[config.mk]
export PLATFORM = sky130hd
export DESIGN_NAME = conv_scheduler_flat
export DESIGN_NICKNAME = d
export VERILOG_FILES = /design/src/rtl/conv_sched_pkg.sv /design/src/rtl/conv_sched_if.sv /design/src/rtl/conv_sched_wfetch.sv /design/src/rtl/conv_scheduler.sv /design/src/flat_wrapper.sv
export SDC_FILE = /design/constraint.sdc
export NUM_CORES = 1
export LEC_CHECK = 0
export ABC_CLOCK_PERIOD_IN_PS = 7450
export CAP_MARGIN = 10
export CORE_MARGIN = 3
export CORE_UTILIZATION = 51
export DETAILED_ROUTE_END_ITERATION = 7
export MAX_ROUTING_LAYER = met4
export PLACE_DENSITY = 0.95
export SYNTH_ARGS = -nofsm -noshare
export SYNTH_HDL_FRONTEND = slang
export SYNTH_SLANG_ARGS = --single-unit
[constraint.sdc]
create_clock -name clk -period 7.45 [get_ports clk]
set_input_delay 1.49 -clock clk [delete_from_list [all_inputs] [get_ports clk]]
set_output_delay 1.49 -clock clk [all_outputs]
set_load 0.02 [all_outputs]
[src/rtl/conv_sched_pkg.sv]
// Shared types and address helpers for the convolution filter scheduler.
package conv_sched_pkg;

  typedef enum logic [1:0] {
    S_IDLE   = 2'd0,
    S_FETCH  = 2'd1,
    S_RUN    = 2'd2,
    S_FINISH = 2'd3
  } state_t;

  localparam int KSIZE = 9;

  // Number of engine output pixels for an h x w input image.
  function automatic int out_pix(input int h, input int w);
    return (h - 2) * (w - 2);
  endfunction

  function automatic int filter_base(input int idx, input int h, input int w);
    return idx * out_pix(h, w);
  endfunction

endpackage

[src/rtl/conv_sched_if.sv]
// Bus between the scheduler (master) and its control / weight memory / engine / feature-map side (slave).
interface conv_sched_if #(
  parameter int NUM_FILTERS = 4,
  parameter int WADDR_W     = 6,
  parameter int OUT_AW      = 12
);
  localparam int FIW = (NUM_FILTERS > 1) ? $clog2(NUM_FILTERS) : 1;

  logic                start;
  logic                abort;
  logic                busy;
  logic                all_done;
  logic                err;
  logic [FIW-1:0]      filter_idx;
  logic [WADDR_W-1:0]  w_addr;
  logic signed [7:0]   w_data;
  logic signed [7:0]   kernel0, kernel1, kernel2;
  logic signed [7:0]   kernel3, kernel4, kernel5;
  logic signed [7:0]   kernel6, kernel7, kernel8;
  logic                conv_en;
  logic                conv_store;
  logic [9:0]          conv_address;
  logic signed [7:0]   conv_result;
  logic                conv_done;
  logic                om_we;
  logic [OUT_AW-1:0]   om_addr;
  logic signed [7:0]   om_data;

  modport master (
    input  start, abort, w_data, conv_store, conv_address, conv_result, conv_done,
    output busy, all_done, err, filter_idx, w_addr,
           kernel0, kernel1, kernel2, kernel3, kernel4, kernel5, kernel6, kernel7, kernel8,
           conv_en, om_we, om_addr, om_data
  );

  modport slave (
    output start, abort, w_data, conv_store, conv_address, conv_result, conv_done,
    input  busy, all_done, err, filter_idx, w_addr,
           kernel0, kernel1, kernel2, kernel3, kernel4, kernel5, kernel6, kernel7, kernel8,
           conv_en, om_we, om_addr, om_data
  );

endinterface

[src/rtl/conv_sched_wfetch.sv]
// Weight fetch: walks the 9 weights of one filter and captures them into the kernel registers.
module conv_sched_wfetch
  import conv_sched_pkg::*;
#(
  parameter int FIW     = 2,
  parameter int WADDR_W = 6
) (
  input  logic                clk,
  input  logic                rst,
  input  logic                fetch_en,
  input  logic [FIW-1:0]      filter_idx,
  input  logic signed [7:0]   w_data,
  output logic [WADDR_W-1:0]  w_addr,
  output logic signed [7:0]   kern [KSIZE],
  output logic                fetch_done
);

  logic [3:0] k;
  logic [3:0] k_rd;

  always_ff @(posedge clk or negedge rst) begin
    if (!rst)                            k <= '0;
    else if (!fetch_en || k == 4'(KSIZE)) k <= '0;
    else                                 k <= k + 4'd1;
  end

  // Memory read has one cycle of latency, so step k lands weight k-1.
  always_ff @(posedge clk or negedge rst) begin
    if (!rst) begin
      for (int i = 0; i < KSIZE; i++) kern[i] <= '0;
    end else if (fetch_en) begin
      for (int i = 0; i < KSIZE; i++)
        if (k == 4'(i + 1)) kern[i] <= w_data;
    end
  end

  // The final capture step issues no new read; hold the address on the last weight.
  assign k_rd       = (k == 4'(KSIZE)) ? 4'(KSIZE - 1) : k;
  assign w_addr     = WADDR_W'(int'(filter_idx) * KSIZE + int'(k_rd));
  assign fetch_done = fetch_en && (k == 4'(KSIZE));

endmodule

[src/rtl/conv_scheduler.sv]
// Runs the 3x3 conv engine once per filter and remaps its store stream into the feature-map memory.
// state  | meaning
// IDLE   | waiting for start
// FETCH  | loading the current filter's 9 weights
// RUN    | engine enabled, stores remapped to feature-map memory
// FINISH | one-cycle all_done pulse after the last filter
module conv_scheduler
  import conv_sched_pkg::*;
#(
  parameter int H           = 28,
  parameter int W           = 28,
  parameter int NUM_FILTERS = 4,
  parameter int WADDR_W     = 6,
  parameter int OUT_AW      = 12
) (
  input  logic         clk,
  input  logic         rst,
  conv_sched_if.master bus
);

  localparam int FIW     = (NUM_FILTERS > 1) ? $clog2(NUM_FILTERS) : 1;
  localparam int OUT_PIX = out_pix(H, W);
  localparam int LAST    = NUM_FILTERS - 1;

  state_t            state, state_nxt;
  logic [FIW-1:0]    filter_idx;
  logic              fetch_en, fetch_done;
  logic              run_live, store_ok;
  logic signed [7:0] kern [KSIZE];

  always_ff @(posedge clk or negedge rst) begin
    if (!rst) state <= S_IDLE;
    else      state <= state_nxt;
  end

  always_comb begin
    state_nxt    = state;
    bus.busy     = (state != S_IDLE);
    bus.all_done = (state == S_FINISH);
    bus.conv_en  = (state == S_RUN);
    if (bus.abort) begin
      state_nxt = S_IDLE;
    end else begin
      case (state)
        S_IDLE:   if (bus.start) state_nxt = S_FETCH;
        S_FETCH:  if (fetch_done) state_nxt = S_RUN;
        S_RUN:    if (bus.conv_done)
                    state_nxt = (filter_idx == FIW'(LAST)) ? S_FINISH : S_FETCH;
        S_FINISH: state_nxt = S_IDLE;
        default:  state_nxt = S_IDLE;
      endcase
    end
  end

  always_ff @(posedge clk or negedge rst) begin
    if (!rst) begin
      filter_idx <= '0;
    end else if (!bus.abort) begin
      if (state == S_IDLE && bus.start)
        filter_idx <= '0;
      else if (state == S_RUN && bus.conv_done && filter_idx != FIW'(LAST))
        filter_idx <= filter_idx + 1'b1;
    end
  end

  assign fetch_en = (state == S_FETCH) && !bus.abort;

  conv_sched_wfetch #(.FIW(FIW), .WADDR_W(WADDR_W)) u_wfetch (
    .clk        (clk),
    .rst        (rst),
    .fetch_en   (fetch_en),
    .filter_idx (filter_idx),
    .w_data     (bus.w_data),
    .w_addr     (bus.w_addr),
    .kern       (kern),
    .fetch_done (fetch_done)
  );

  assign run_live = (state == S_RUN) && !bus.abort;
  assign store_ok = int'(bus.conv_address) < OUT_PIX;

  // Address uses the filter_idx of the store cycle, so a same-cycle conv_done cannot shift it.
  always_ff @(posedge clk or negedge rst) begin
    if (!rst) begin
      bus.om_we   <= 1'b0;
      bus.om_addr <= '0;
      bus.om_data <= '0;
      bus.err     <= 1'b0;
    end else begin
      bus.om_we <= run_live && bus.conv_store && store_ok;
      if (run_live && bus.conv_store && store_ok) begin
        bus.om_addr <= OUT_AW'(filter_base(int'(filter_idx), H, W) + int'(bus.conv_address));
        bus.om_data <= bus.conv_result;
      end
      if (state == S_IDLE && bus.start && !bus.abort)
        bus.err <= 1'b0;
      else if (run_live && bus.conv_store && !store_ok)
        bus.err <= 1'b1;
    end
  end

  assign bus.filter_idx = filter_idx;
  assign bus.kernel0 = kern[0];
  assign bus.kernel1 = kern[1];
  assign bus.kernel2 = kern[2];
  assign bus.kernel3 = kern[3];
  assign bus.kernel4 = kern[4];
  assign bus.kernel5 = kern[5];
  assign bus.kernel6 = kern[6];
  assign bus.kernel7 = kern[7];
  assign bus.kernel8 = kern[8];

endmodule

[src/flat_wrapper.sv]
// flat-port wrapper written by rule: the top's interface ports become plain ports
module conv_scheduler_flat import conv_sched_pkg::*;
#(
  parameter int H           = 28,
  parameter int W           = 28,
  parameter int NUM_FILTERS = 4,
  parameter int WADDR_W     = 6,
  parameter int OUT_AW      = 12
)
  (clk, rst, bus_start, bus_abort, bus_w_data, bus_conv_store, bus_conv_address, bus_conv_result, bus_conv_done, bus_busy, bus_all_done, bus_err, bus_filter_idx, bus_w_addr, bus_kernel0, bus_kernel1, bus_kernel2, bus_kernel3, bus_kernel4, bus_kernel5, bus_kernel6, bus_kernel7, bus_kernel8, bus_conv_en, bus_om_we, bus_om_addr, bus_om_data);
  conv_sched_if #(.NUM_FILTERS(NUM_FILTERS), .WADDR_W(WADDR_W), .OUT_AW(OUT_AW)) bus_i ();
  input  logic clk;
  input  logic rst;
  input wire logic [$bits(bus_i.start)-1:0] bus_start;
  input wire logic [$bits(bus_i.abort)-1:0] bus_abort;
  input wire logic [$bits(bus_i.w_data)-1:0] bus_w_data;
  input wire logic [$bits(bus_i.conv_store)-1:0] bus_conv_store;
  input wire logic [$bits(bus_i.conv_address)-1:0] bus_conv_address;
  input wire logic [$bits(bus_i.conv_result)-1:0] bus_conv_result;
  input wire logic [$bits(bus_i.conv_done)-1:0] bus_conv_done;
  output wire logic [$bits(bus_i.busy)-1:0] bus_busy;
  output wire logic [$bits(bus_i.all_done)-1:0] bus_all_done;
  output wire logic [$bits(bus_i.err)-1:0] bus_err;
  output wire logic [$bits(bus_i.filter_idx)-1:0] bus_filter_idx;
  output wire logic [$bits(bus_i.w_addr)-1:0] bus_w_addr;
  output wire logic [$bits(bus_i.kernel0)-1:0] bus_kernel0;
  output wire logic [$bits(bus_i.kernel1)-1:0] bus_kernel1;
  output wire logic [$bits(bus_i.kernel2)-1:0] bus_kernel2;
  output wire logic [$bits(bus_i.kernel3)-1:0] bus_kernel3;
  output wire logic [$bits(bus_i.kernel4)-1:0] bus_kernel4;
  output wire logic [$bits(bus_i.kernel5)-1:0] bus_kernel5;
  output wire logic [$bits(bus_i.kernel6)-1:0] bus_kernel6;
  output wire logic [$bits(bus_i.kernel7)-1:0] bus_kernel7;
  output wire logic [$bits(bus_i.kernel8)-1:0] bus_kernel8;
  output wire logic [$bits(bus_i.conv_en)-1:0] bus_conv_en;
  output wire logic [$bits(bus_i.om_we)-1:0] bus_om_we;
  output wire logic [$bits(bus_i.om_addr)-1:0] bus_om_addr;
  output wire logic [$bits(bus_i.om_data)-1:0] bus_om_data;
  assign bus_i.start = bus_start;
  assign bus_i.abort = bus_abort;
  assign bus_i.w_data = bus_w_data;
  assign bus_i.conv_store = bus_conv_store;
  assign bus_i.conv_address = bus_conv_address;
  assign bus_i.conv_result = bus_conv_result;
  assign bus_i.conv_done = bus_conv_done;
  assign bus_busy = bus_i.busy;
  assign bus_all_done = bus_i.all_done;
  assign bus_err = bus_i.err;
  assign bus_filter_idx = bus_i.filter_idx;
  assign bus_w_addr = bus_i.w_addr;
  assign bus_kernel0 = bus_i.kernel0;
  assign bus_kernel1 = bus_i.kernel1;
  assign bus_kernel2 = bus_i.kernel2;
  assign bus_kernel3 = bus_i.kernel3;
  assign bus_kernel4 = bus_i.kernel4;
  assign bus_kernel5 = bus_i.kernel5;
  assign bus_kernel6 = bus_i.kernel6;
  assign bus_kernel7 = bus_i.kernel7;
  assign bus_kernel8 = bus_i.kernel8;
  assign bus_conv_en = bus_i.conv_en;
  assign bus_om_we = bus_i.om_we;
  assign bus_om_addr = bus_i.om_addr;
  assign bus_om_data = bus_i.om_data;
  conv_scheduler #(.H(H), .W(W), .NUM_FILTERS(NUM_FILTERS), .WADDR_W(WADDR_W), .OUT_AW(OUT_AW)) u_core (.clk(clk), .rst(rst), .bus(bus_i));
endmodule
==> impl_results.md <==
- Status: complete, no violations
- Post-synth cell types: 44
- Syn nets: 386
- 1st-iter DRT viols: 98
- Gpl congestion: 0.8912
- Commonest non-fill, non-tap cells in the layout: 135 x clkdlybuf4s50_1, 102 x dfrtp_1, 83 x mux2_2
- Storage element area: 2552 um^2
- Max Freq: 0.2174 GHz
- FP Rows: 33
- Worst hold slack: 0.4919 ns
- Slew HR: 38.05%
- Antenna viol nets, final: 0
- Average routed wire per standard cell: 18.83 um
- H-tree levels: 3
- Data required, critical path: 5.96 ns
- Max_cap viols: 0
- Final hold viol count: 0
- Max Slew Vio Count: 0
- Final setup TNS: 0 ns
- Worst skew pair latency: 0.36 ns
- Cells after Synth: 334
- Largest net degree at the start of global routing: 66
- Minimum clock period: 4.600 ns
- First-pass GRT wire length: 17930 um
- CTS Buffer Depth: 2
- Remaining Overflow, GRT: 0
- Asr flop ratio synth: 100.0%
- I/O Pins: 137
- Measured slew at the worst slew-check pin: 0.9292 ns
- Main synth FF type: dfrtp_1
- Final setup viols: 0
- Switching share of power: 27.41%
- Mean area per synthesized cell: 13.49 um^2
- Die width: 99.98 um
- Synth warn: 0
- CTS tree: yes
- Starting Density: 53.74%
- Hold Crit Class: flip-flop to flip-flop
- Fillers: 562
- Share of the synthesized area in the top cell type: 56.67%
- CP endpoint kind: output port
- Critical path class: flip-flop to output port
- CP Launch Type: flip-flop
- Vias: 3207
- Ratio of final minimum period to clock period: 61.74%
- LEAKAGE: 0.002931 uW
- Int Power: 765.7 uW
- Multi-input gate area: 1861 um^2
- #FFs+latches synth: 102
- Clk pin slew, worst setup/hold paths: 0.10 ns
- Tot Pwr: 1055 uW
- Clk sinks: 102
- # diodes: 0
- Main area contributors after synthesis: dfrtp_1 57%, mux2_2 21%, ha_1 5.0%
- Combinational share of power: 12.1%
- Layout cells sized above 1: 22.92%
- CTS Buf Count: 9
- Synthesized area: 4504 um^2
- CP max FO: 4
- Area growth syn-to-layout: 36.97%
- Total track usage: 23.58%
- RSZ-0062 raised after global routing: false
- Crit path largest cell delay: 0.59 ns
- CP max stage cell: clkdlybuf4s50_1
- Critical path, cell by cell: inv_1 > ha_1 > and2_1 > nor2_1 > ha_1 > ha_1 > inv_1 > fa_1 > inv_1 > a31o_2 > clkdlybuf4s50_1
- Die ar.: 9996 um^2
- NetSw: 289.1 uW
- Initial antenna violation count: 0
- Chip height: 99.98 um
- Commonest non-fill, non-tap cell in the layout: clkdlybuf4s50_1
- Biggest area consumer among synthesized cells: dfrtp_1
- DP HPWL: 8194 um
- Clk pwr share: 32.8%
- PwrDens: 171.0 nW/um^2
- Resized cells post-CTS: 0
- CORE AREA: 8382 um^2
- Via density: 5.482
- Reg power frac: 55.1%
- Sequential area share after synthesis: 56.67%
- CTS root buffer: clkbuf_8
- Number of port buffers: 136
- Pre-antenna DRT Iters: 4
- Hold Buf Count CTS: 0
- VDD IR max: 0.1068 mV
- Total wire length: 11020 um
- Number of flops mapped to enable cells by yosys: 0
- Fin Clk Skew: 0.01507 ns
- Nets: 527
- Setup Buffers After CTS: 0
- Vias in the first global route: 3433
- DRC: 0
- CP Data Arrival Time: 3.11 ns
==> metrics by stage <==
stage	utilization, %	instances	worst slack (ns)	cell area (um^2)
finish	73.61	585	2.850	6170
global route	73.61	585	2.641	6170
CTS	73.61	585	2.838	6170
detailed placement	71.23	569	3.245	5971
global placement	71.23	569	3.346	5971
floorplan	-	334	3.810	4504
==> power groups by stage <==
stage,clock [uW],combinational [uW],sequential (uW)
after floorplan,0,29.6,612
after global placement,0,125,591
after detailed placement,0,128,592
after CTS,353,129,581
after global routing,379,137,583
final,346,127,582
==> registers in the layout, summed over array words and instances, names as in the netlist <==
register / flops
u_core.bus.om_addr: 12
u_core.u_wfetch.k: 4
u_core.bus.om_data: 8
u_core.bus.filter_idx: 2
u_core.state: 2
u_core.bus.err: 1
u_core.bus.om_we: 1
u_core.u_wfetch.kern: 72
==> critical path: cells and delay by family, from the launching register on <==
kind	cells	cell delay, ns
and+or+nand+nor	2	0.30
AOI/OAI and AO/OA	1	0.14
adders and majority gates	4	1.06
DFF	1	0.44
buffers and inverters	4	0.82
==> synthesized netlist by cell type, types with 2 or more instances <==
| cell | count |
|---|---|
| and2_1 | 3 |
| dfrtp_1 | 102 |
| nor3_1 | 4 |
| o21ai_0 | 9 |
| fa_1 | 2 |
| a22o_1 | 4 |
| a21oi_1 | 4 |
| o31ai_1 | 2 |
| nand2_2 | 4 |
| ha_1 | 18 |
| buf_2 | 4 |
| and3_1 | 2 |
| mux2_2 | 83 |
| xor2_1 | 3 |
| xnor2_1 | 4 |
| mux2_1 | 2 |
| nor2_1 | 15 |
| nand3_1 | 4 |
| inv_1 | 15 |
| o21a_1 | 2 |
| a31oi_1 | 3 |
| nor4_1 | 2 |
| nand2b_1 | 2 |
| nand2_1 | 15 |
| clkbuf_1 | 3 |
| a21o_1 | 2 |
| nor2b_1 | 4 |
==> area by class of cell <==
type,count,share of cell area [%]
inverter,16,0.9734
tap,105,2.129
clock inverter,7,1.217
clock buffer,9,2.008
timing repair buffer,137,22.15
sequential,102,41.37
multi-input combinational,209,30.16
==> final timing paths <==
path | startpoint | end | slack, ns | cells after the start
setup reg to reg | u_core.bus.filter_idx[0] | u_core.bus.om_addr[10] | 5.01 | 7
hold / removal | u_core.bus.om_addr[3] | u_core.bus.om_addr[3] | 0.49 | 2
max in group asynchronous | rst | u_core.state[0] | 5.18 | 2
hold reg to reg | u_core.bus.om_addr[3] | u_core.bus.om_addr[3] | 0.49 | 2
min in group asynchronous | rst | u_core.bus.err | 1.08 | 1
setup / recovery | u_core.u_wfetch.k[1] | bus_w_addr[5] | 2.85 | 11
==> cells by family (layout without fill, tap and decap cells) <==
group           count (synthesis)  count (layout)  synth area share, %
compound gates                 33              33                4.917
xor+xnor                        7               7                1.361
fa+ha+maj                      20              20                5.889
buf+inv                        23             169                2.028
flops                         102             102                56.67
mux                            86              86                21.47
simple gates                   63              63                7.666
==> layer usage <==
metal / vias up / GRT usage, % / wire [um] / part of all wire (%)
li1: 1475 / - / - / -
met1: 1595 / 30.00 / 4525 / 41
met2: 131 / 37.30 / 5316 / 48
met3: 6 / 7.922 / 1129 / 10
met4: 0 / 4.870 / 43 / 0.39
met5: - / - / 0 / 0
(Power assumes the default switching activity.)
